<file path="src/rtl/camera_exposure_ctrl.sv">
// Exposure/readout sequencer for a small pixel array.
// It holds an adjustable exposure count and drives the erase, expose, row-read and ADC strobes.
module camera_exposure_ctrl (
    input  logic       Clk,
    input  logic       Reset,
    input  logic       Init,
    input  logic       Exp_increase,
    input  logic       Exp_decrease,
    input  logic       Ovf5,
    output logic       Start,
    output logic [4:0] Initial,
    output logic       Erase,
    output logic       Expose,
    output logic       NRE_1,
    output logic       NRE_2,
    output logic       ADC
);

    typedef enum logic [1:0] {
        IDLE,
        EXPOSE,
        READOUT
    } state_t;

    localparam logic [4:0] EXP_MIN = 5'd2;
    localparam logic [4:0] EXP_MAX = 5'd30;

    state_t     state, state_next;
    logic [4:0] exp_reg, exp_next;
    logic [4:0] initial_reg, initial_next;
    logic [2:0] step, step_next;
    logic       start_reg, start_next;

    always_ff @(posedge Clk or posedge Reset) begin
        if (Reset) begin
            state       <= IDLE;
            exp_reg     <= EXP_MIN;
            initial_reg <= EXP_MIN;
            step        <= 3'd0;
            start_reg   <= 1'b0;
        end else begin
            state       <= state_next;
            exp_reg     <= exp_next;
            initial_reg <= initial_next;
            step        <= step_next;
            start_reg   <= start_next;
        end
    end

    // start_reg marks the first EXPOSE cycle; an Ovf5 seen then is stale and ignored.
    always_comb begin
        state_next   = state;
        exp_next     = exp_reg;
        initial_next = initial_reg;
        step_next    = step;
        start_next   = 1'b0;
        case (state)
            IDLE: begin
                if (Init) begin
                    state_next   = EXPOSE;
                    initial_next = exp_reg;
                    start_next   = 1'b1;
                end else if (Exp_increase && !Exp_decrease) begin
                    if (exp_reg < EXP_MAX) exp_next = exp_reg + 5'd1;
                end else if (Exp_decrease && !Exp_increase) begin
                    if (exp_reg > EXP_MIN) exp_next = exp_reg - 5'd1;
                end
            end
            EXPOSE: begin
                if (Ovf5 && !start_reg) begin
                    state_next = READOUT;
                    step_next  = 3'd0;
                end
            end
            READOUT: begin
                step_next = step + 3'd1;
                if (step == 3'd7) state_next = IDLE;
            end
            default: state_next = IDLE;
        endcase
    end

    // Outputs decode only registered state, so there is no input-to-output path.
    always_comb begin
        Start   = start_reg;
        Initial = initial_reg;
        Erase   = (state == IDLE);
        Expose  = (state == EXPOSE);
        NRE_1   = 1'b1;
        NRE_2   = 1'b1;
        ADC     = 1'b0;
        if (state == READOUT) begin
            NRE_1 = (step > 3'd2);
            NRE_2 = !((step >= 3'd4) && (step <= 3'd6));
            ADC   = (step == 3'd1) || (step == 3'd5);
        end
    end

endmodule
</file>
<file path="config.mk">
export PLATFORM = sky130hd
export DESIGN_NAME = camera_exposure_ctrl
export DESIGN_NICKNAME = d
export VERILOG_FILES = /design/src/rtl/camera_exposure_ctrl.sv
export SDC_FILE = /design/constraint.sdc
export NUM_CORES = 1
export LEC_CHECK = 0
export ABC_AREA = 1
export CORE_AREA = 5 5 60 51
export DETAILED_ROUTE_END_ITERATION = 6
export DIE_AREA = 0 0 65 56
export GPL_TIMING_DRIVEN = 0
export PLACE_DENSITY = 0.63
export SLEW_MARGIN = 20
export SYNTH_ARGS = -nofsm -noshare
export SYNTH_HDL_FRONTEND = slang
export SYNTH_SLANG_ARGS = --single-unit
</file>
<file path="constraint.sdc">
create_clock -name Clk -period 3.6 [get_ports Clk]
set_input_delay 0.9 -clock Clk [delete_from_list [all_inputs] [get_ports Clk]]
set_output_delay 0.9 -clock Clk [all_outputs]
set_load 0.05 [all_outputs]
</file>
Word-level counts from Yosys, hierarchy flattened
Cells that the tools add are included.
{ "totals": {"ff_bits": 16, "input_bits": 6, "output_inout_bits": 11, "wordCells": 55} }
{ "classes": {"eq_ne": 9, "add_sub_neg": 3, "muxes": 15, "n_lt_le_gt_ge": 5, "bitwise": 1, "n_reduce_logical": 17} }
{ "op_table": {"columns": ["op", "n"], "rows": [
  ["5-bit 2-to-1 mux", 4],
  ["3-bit == test (second input constant)", 2],
  ["2-bit 2-to-1 mux", 3],
  ["2-bit one-hot mux with 3 select lines", 1],
  ["3-bit one-hot mux with 2 select lines", 1],
  ["2-bit nonzero test", 3],
  ["5-bit by 1-bit adder with 5-bit output (second input constant)", 1],
  ["5-bit by 2-bit > comparator with 1-bit output (second input constant)", 1],
  ["5-bit < comparator (second input constant)", 1],
  ["1-bit 2-to-1 mux", 5],
  ["5-bit AND reduction", 1],
  ["5-bit by 1-bit subtractor with 5-bit output (second input constant)", 1],
  ["1-bit logical AND", 4],
  ["1-bit zero test", 4],
  ["2-bit by 1-bit != test with 1-bit output (second input constant)", 2],
  ["2-bit != test (second input constant)", 2],
  ["2-bit AND reduction", 2],
  ["3-bit by 1-bit adder with 3-bit output (second input constant)", 1],
  ["3-bit by 1-bit == test with 1-bit output (second input constant)", 1],
  ["3-bit greater-or-equal comparator (second input constant)", 1],
  ["3-bit by 2-bit > comparator with 1-bit output (second input constant)", 1],
  ["3-bit less-or-equal comparator (second input constant)", 1],
  ["3-bit 2-to-1 mux", 1],
  ["3-bit AND reduction", 1],
  ["other kinds (5)", 5]
]} }

Longest topological paths before layout
{ "logic_depth": {"word_depth": 4, "ltp_mapped": 11, "depth_no_buf": 11} }

Worst setup path before layout
Ideal clock, no wire load.
{ "synth_timing": {"kind": "reg-to-output", "from": "register step[0]", "to": "output port NRE_1", "t_arrival_ps": 1409, "path_stages_with_launch": 4, "required_ps": 2700, "path_buffers": 0, "setup_slack_ps": 1291, "cell_sequence": "dfrtp_1 > inv_1 > ha_1 > o211ai_1"} }
{ "synth_between": {"elab_chain_cells": 2} }
{ "synth_rtl": {"columns": ["item", "line", "text"], "rows": [
  ["from (decl)", "31", "logic [2:0] step, step_next;"],
  ["from (signal assigned)", "45", "step <= step_next;"],
  ["3-bit by 2-bit > comparator with 1-bit output", "93", "NRE_1 = (step > 3'd2);"],
  ["1-bit 2-to-1 mux", "92", "if (state == READOUT) begin"],
  ["to (decl)", "14", "output logic NRE_1,"]
]} }
No other way between the ends.

Final worst setup path
Ends and elaborated chain as after synthesis.

==> results.md <==
* Run status: finished, final reports clean
* Post-Synthesis Cells at about 120
* Top post-synthesis cells by count: sky130_fd_sc_hd__nand2_1 (43), sky130_fd_sc_hd__inv_1 (16), sky130_fd_sc_hd__dfrtp_1 (14)
* Final Hold Violating Endpoints at 0
* CP bufs+invs at 2
* Setup TNS at 0 ps
* Number of placed I/O pins at 17
* HPWL Detailed at about 1.5 mm
* Number of enable flip-flop cells after synthesis at 0
* Average wire per standard cell at roughly 11 microns
* Synthesized flop and latch total at 16
* Endpoint of the lowest-slack register-to-register path: exp_reg[4]
* Worst-Margin Slew at roughly 600 ps
* Clk sink count at 16
* Proportion of layout cells with a drive suffix above 1 at 8.63%
* Unrepaired setup endpoints after global routing: no
* Cell family with the largest share of critical-path delay: buffers and inverters
* Core area at ~0.0024 sq mm
* Clock insertion delay at the later pin of the skew report at approximately 280 ps
* Area share of the leading cell type in the synthesized netlist at 36.6%
* Buffer cell driving the clock tree root: sky130_fd_sc_hd__clkbuf_4
* Hold depth at 2
* Worst reg2reg setup slack at approximately 2200 ps
* Summed instance area of the synthesized netlist at roughly 960 sq um
* Post-CTS setup repair buffer count at 0
* Final layout net count at approximately 160
* Largest net degree at the start of global routing at 17
* Post-synthesis to final-layout area growth at 23.0%
* Final wirelength at roughly 1.9 mm
* Highest clock rate at 350 MHz
* Global-route wire length before repair at about 3.3 mm
* Async set-reset flop share out of synthesis at 100%
* Portion of the post-synthesis area used by sequential elements at between 40 and 50%
* Synthesized area per cell at 8.04 sq um
* Final cell utilization of the core at between 40% and 50%
* Number of cell instances on the worst register-to-register path at 7
* Worst hold start: Initial[1]
* Cell variety after synth at 21
* Clock-pin slew on the worst setup and hold paths at 90 ps
* Post-detailed-route via-to-cell ratio at 4.68
* Initial DRC Count at 18
* Worst hold slack at around 480 ps
* Largest stage delay on the critical path at 820 ps
* Cell leakage power at about 0.62 nW
* Overall Power at 0.00103 W
* Endpoint of the worst hold-timing path: Initial[1]
* Placement Cell Area at 0.00115 sq mm
* Rows at 16
* Effective utilization at floorplan at about two fifths
* Fin Clk Skew at about 10 ps
* Number of antenna cells inserted at 0
* Detailed-router iteration count before antenna repair at 4
* Max-slew violation count at 0
* Number of hold-repair buffers added at the cts stage at 0
* Worst R2R Start: exp_reg[0]
* Final number of setup-violating endpoints at 0
* Crit share post-route at 79.4%
* Crit path DAT at 1960 ps
* Power density over the cells at ~900 mW/mm^2
* CP max-delay cell: sky130_fd_sc_hd__clkdlybuf4s50_1
* Hold Path Class: reg2reg
* Cell Chain, Critical Path: inv_1 > ha_1 > o211ai_1 > clkdlybuf4s50_1
* Number of fill cells in the layout at 250
* Fin crit period at between 2000 and 3000 ps
* Vias in the first global route at between 700 and 800
* Deepest clock path buffer count at 2
* Chip height at 56 microns
* Initial antenna violation count at 0
* Most repeated cell in the gate-level netlist after synthesis: sky130_fd_sc_hd__nand2_1
* Clock tree from TritonCTS: yes
* Number of levels the H-tree was split into at 1
* Ranking of synthesized cells by area: sky130_fd_sc_hd__dfrtp_1 (37%), sky130_fd_sc_hd__nand2_1 (17%), sky130_fd_sc_hd__ha_1 (10%), sky130_fd_sc_hd__inv_1 (6.3%), sky130_fd_sc_hd__dfstp_2 (5.5%)
* Width of the die at roughly 65 microns
* Path type of the worst setup path: reg2out
* Post-Synthesis Net Count at between 100 and 150
* # Max-Cap Violations at 0
* Aggregate global-route resource usage at between 10% and 20%
* Area of the die at roughly 0.0036 sq mm
* Number of buffers inserted during clock tree synthesis at 3
* Cell area after layout at around 0.0012 sq mm
* Number of warning messages in the yosys log at 0
* Post-CTS sizing at 0
* DRT antenna net count at 0
* Data required time of the worst path at ~2700 ps
* Detailed-route via count at 777
* Top fanout value on the critical path at 4
* Worst relative slew slack at approximately 60%
* Worst supply voltage drop on vdd at 0.000502 V
* Gr ovfl total at 0
* Cell taking the most area after synthesis: sky130_fd_sc_hd__dfrtp_1
* Startpoint kind of the worst setup timing path: flip-flop
* Number of buffers added on ports at 16
* Most common flop cell mapped by yosys: sky130_fd_sc_hd__dfrtp_1
* Endpoint type of the worst setup path: output port
* Routability-driven placement congestion ratio at 0.738
* Number of DRC violations after detailed routing at 0
[tightest hold or removal path: cells and delay by family (launching register included)]
family	cells	cell delay [ps]
AND/OR/NAND/NOR	2	110
flip-flops	1	370
[power by group]
| part | switching [W] | leakage, nW | internal, W |
|---|---|---|---|
| registers | 0.0000736 | 0.200 | 0.000262 |
| clock network | 0.0000523 | 0.0150 | 0.0000429 |
| logic | 0.000389 | 0.406 | 0.000213 |
| total | 0.000515 | 0.621 | 0.000518 |
[per-layer routing]
metal / vias to the layer above / part of all wire [%] / routed length [microns] / track usage [%]
met1: 351 / 53 / 995 / 16.5
li1: 415 / - / - / -
met2: 9 / 41 / 763 / 16.2
met5: - / 0 / 0 / 0
met3: 2 / 5.0 / 93 / 4.85
met4: 0 / 0.38 / 7 / 1.81
[placed cells by master, fill, tap and decap left out, types with 2 or more instances in the layout]
master	n
sky130_fd_sc_hd__clkbuf_4	3
sky130_fd_sc_hd__clkdlybuf4s50_1	16
sky130_fd_sc_hd__dfrtp_1	14
sky130_fd_sc_hd__dfstp_2	2
sky130_fd_sc_hd__ha_1	8
sky130_fd_sc_hd__inv_1	16
sky130_fd_sc_hd__nand2_1	43
sky130_fd_sc_hd__nand3_1	8
sky130_fd_sc_hd__nor2_1	8
sky130_fd_sc_hd__nor2_2	2
sky130_fd_sc_hd__o211ai_1	2
sky130_fd_sc_hd__o21ai_0	4
sky130_fd_sc_hd__xor2_1	2
[stage by stage]
stage	std cells	setup WS (ps)
floorplan	119	1290
global placement	162	897
detailed placement	162	862
CTS	166	724
global route	166	605
finish	166	742
[how the worst max path moves through the flow]
| stage | start | endpoint | slack (ps) | cells past startpoint |
|---|---|---|---|---|
| floorplan | step[0] | NRE_1 | 1290 | 3 |
| global placement | Exp_increase | exp_reg[4] | 900 | 10 |
| detailed placement | Exp_increase | exp_reg[3] | 860 | 10 |
| CTS | step[0] | NRE_1 | 720 | 4 |
| global route | state[0] | NRE_2 | 610 | 5 |
| finish | step[0] | NRE_1 | 740 | 4 |
[logic make-up after synthesis]
logic type / share of synthesized area [%]
compound gates: 5.62
xor+xnor: 2.75
fa+ha+maj: 12.5
buf+inv: 7.45
flops: 42.1
simple gates: 29.5
[final cells by class]
class                   count  area, sq um  share of cell area, %
well taps                  27         33.8                   2.87
inverters                  16         60.1                   5.10
multi-input cells          86          483                   41.0
repair buffers             16          160                   13.6
plain buffers               1         11.3                  0.956
flip-flops and latches     16          403                   34.2
clock buffers               4         26.3                   2.23
(Power assumes the default switching activity.)
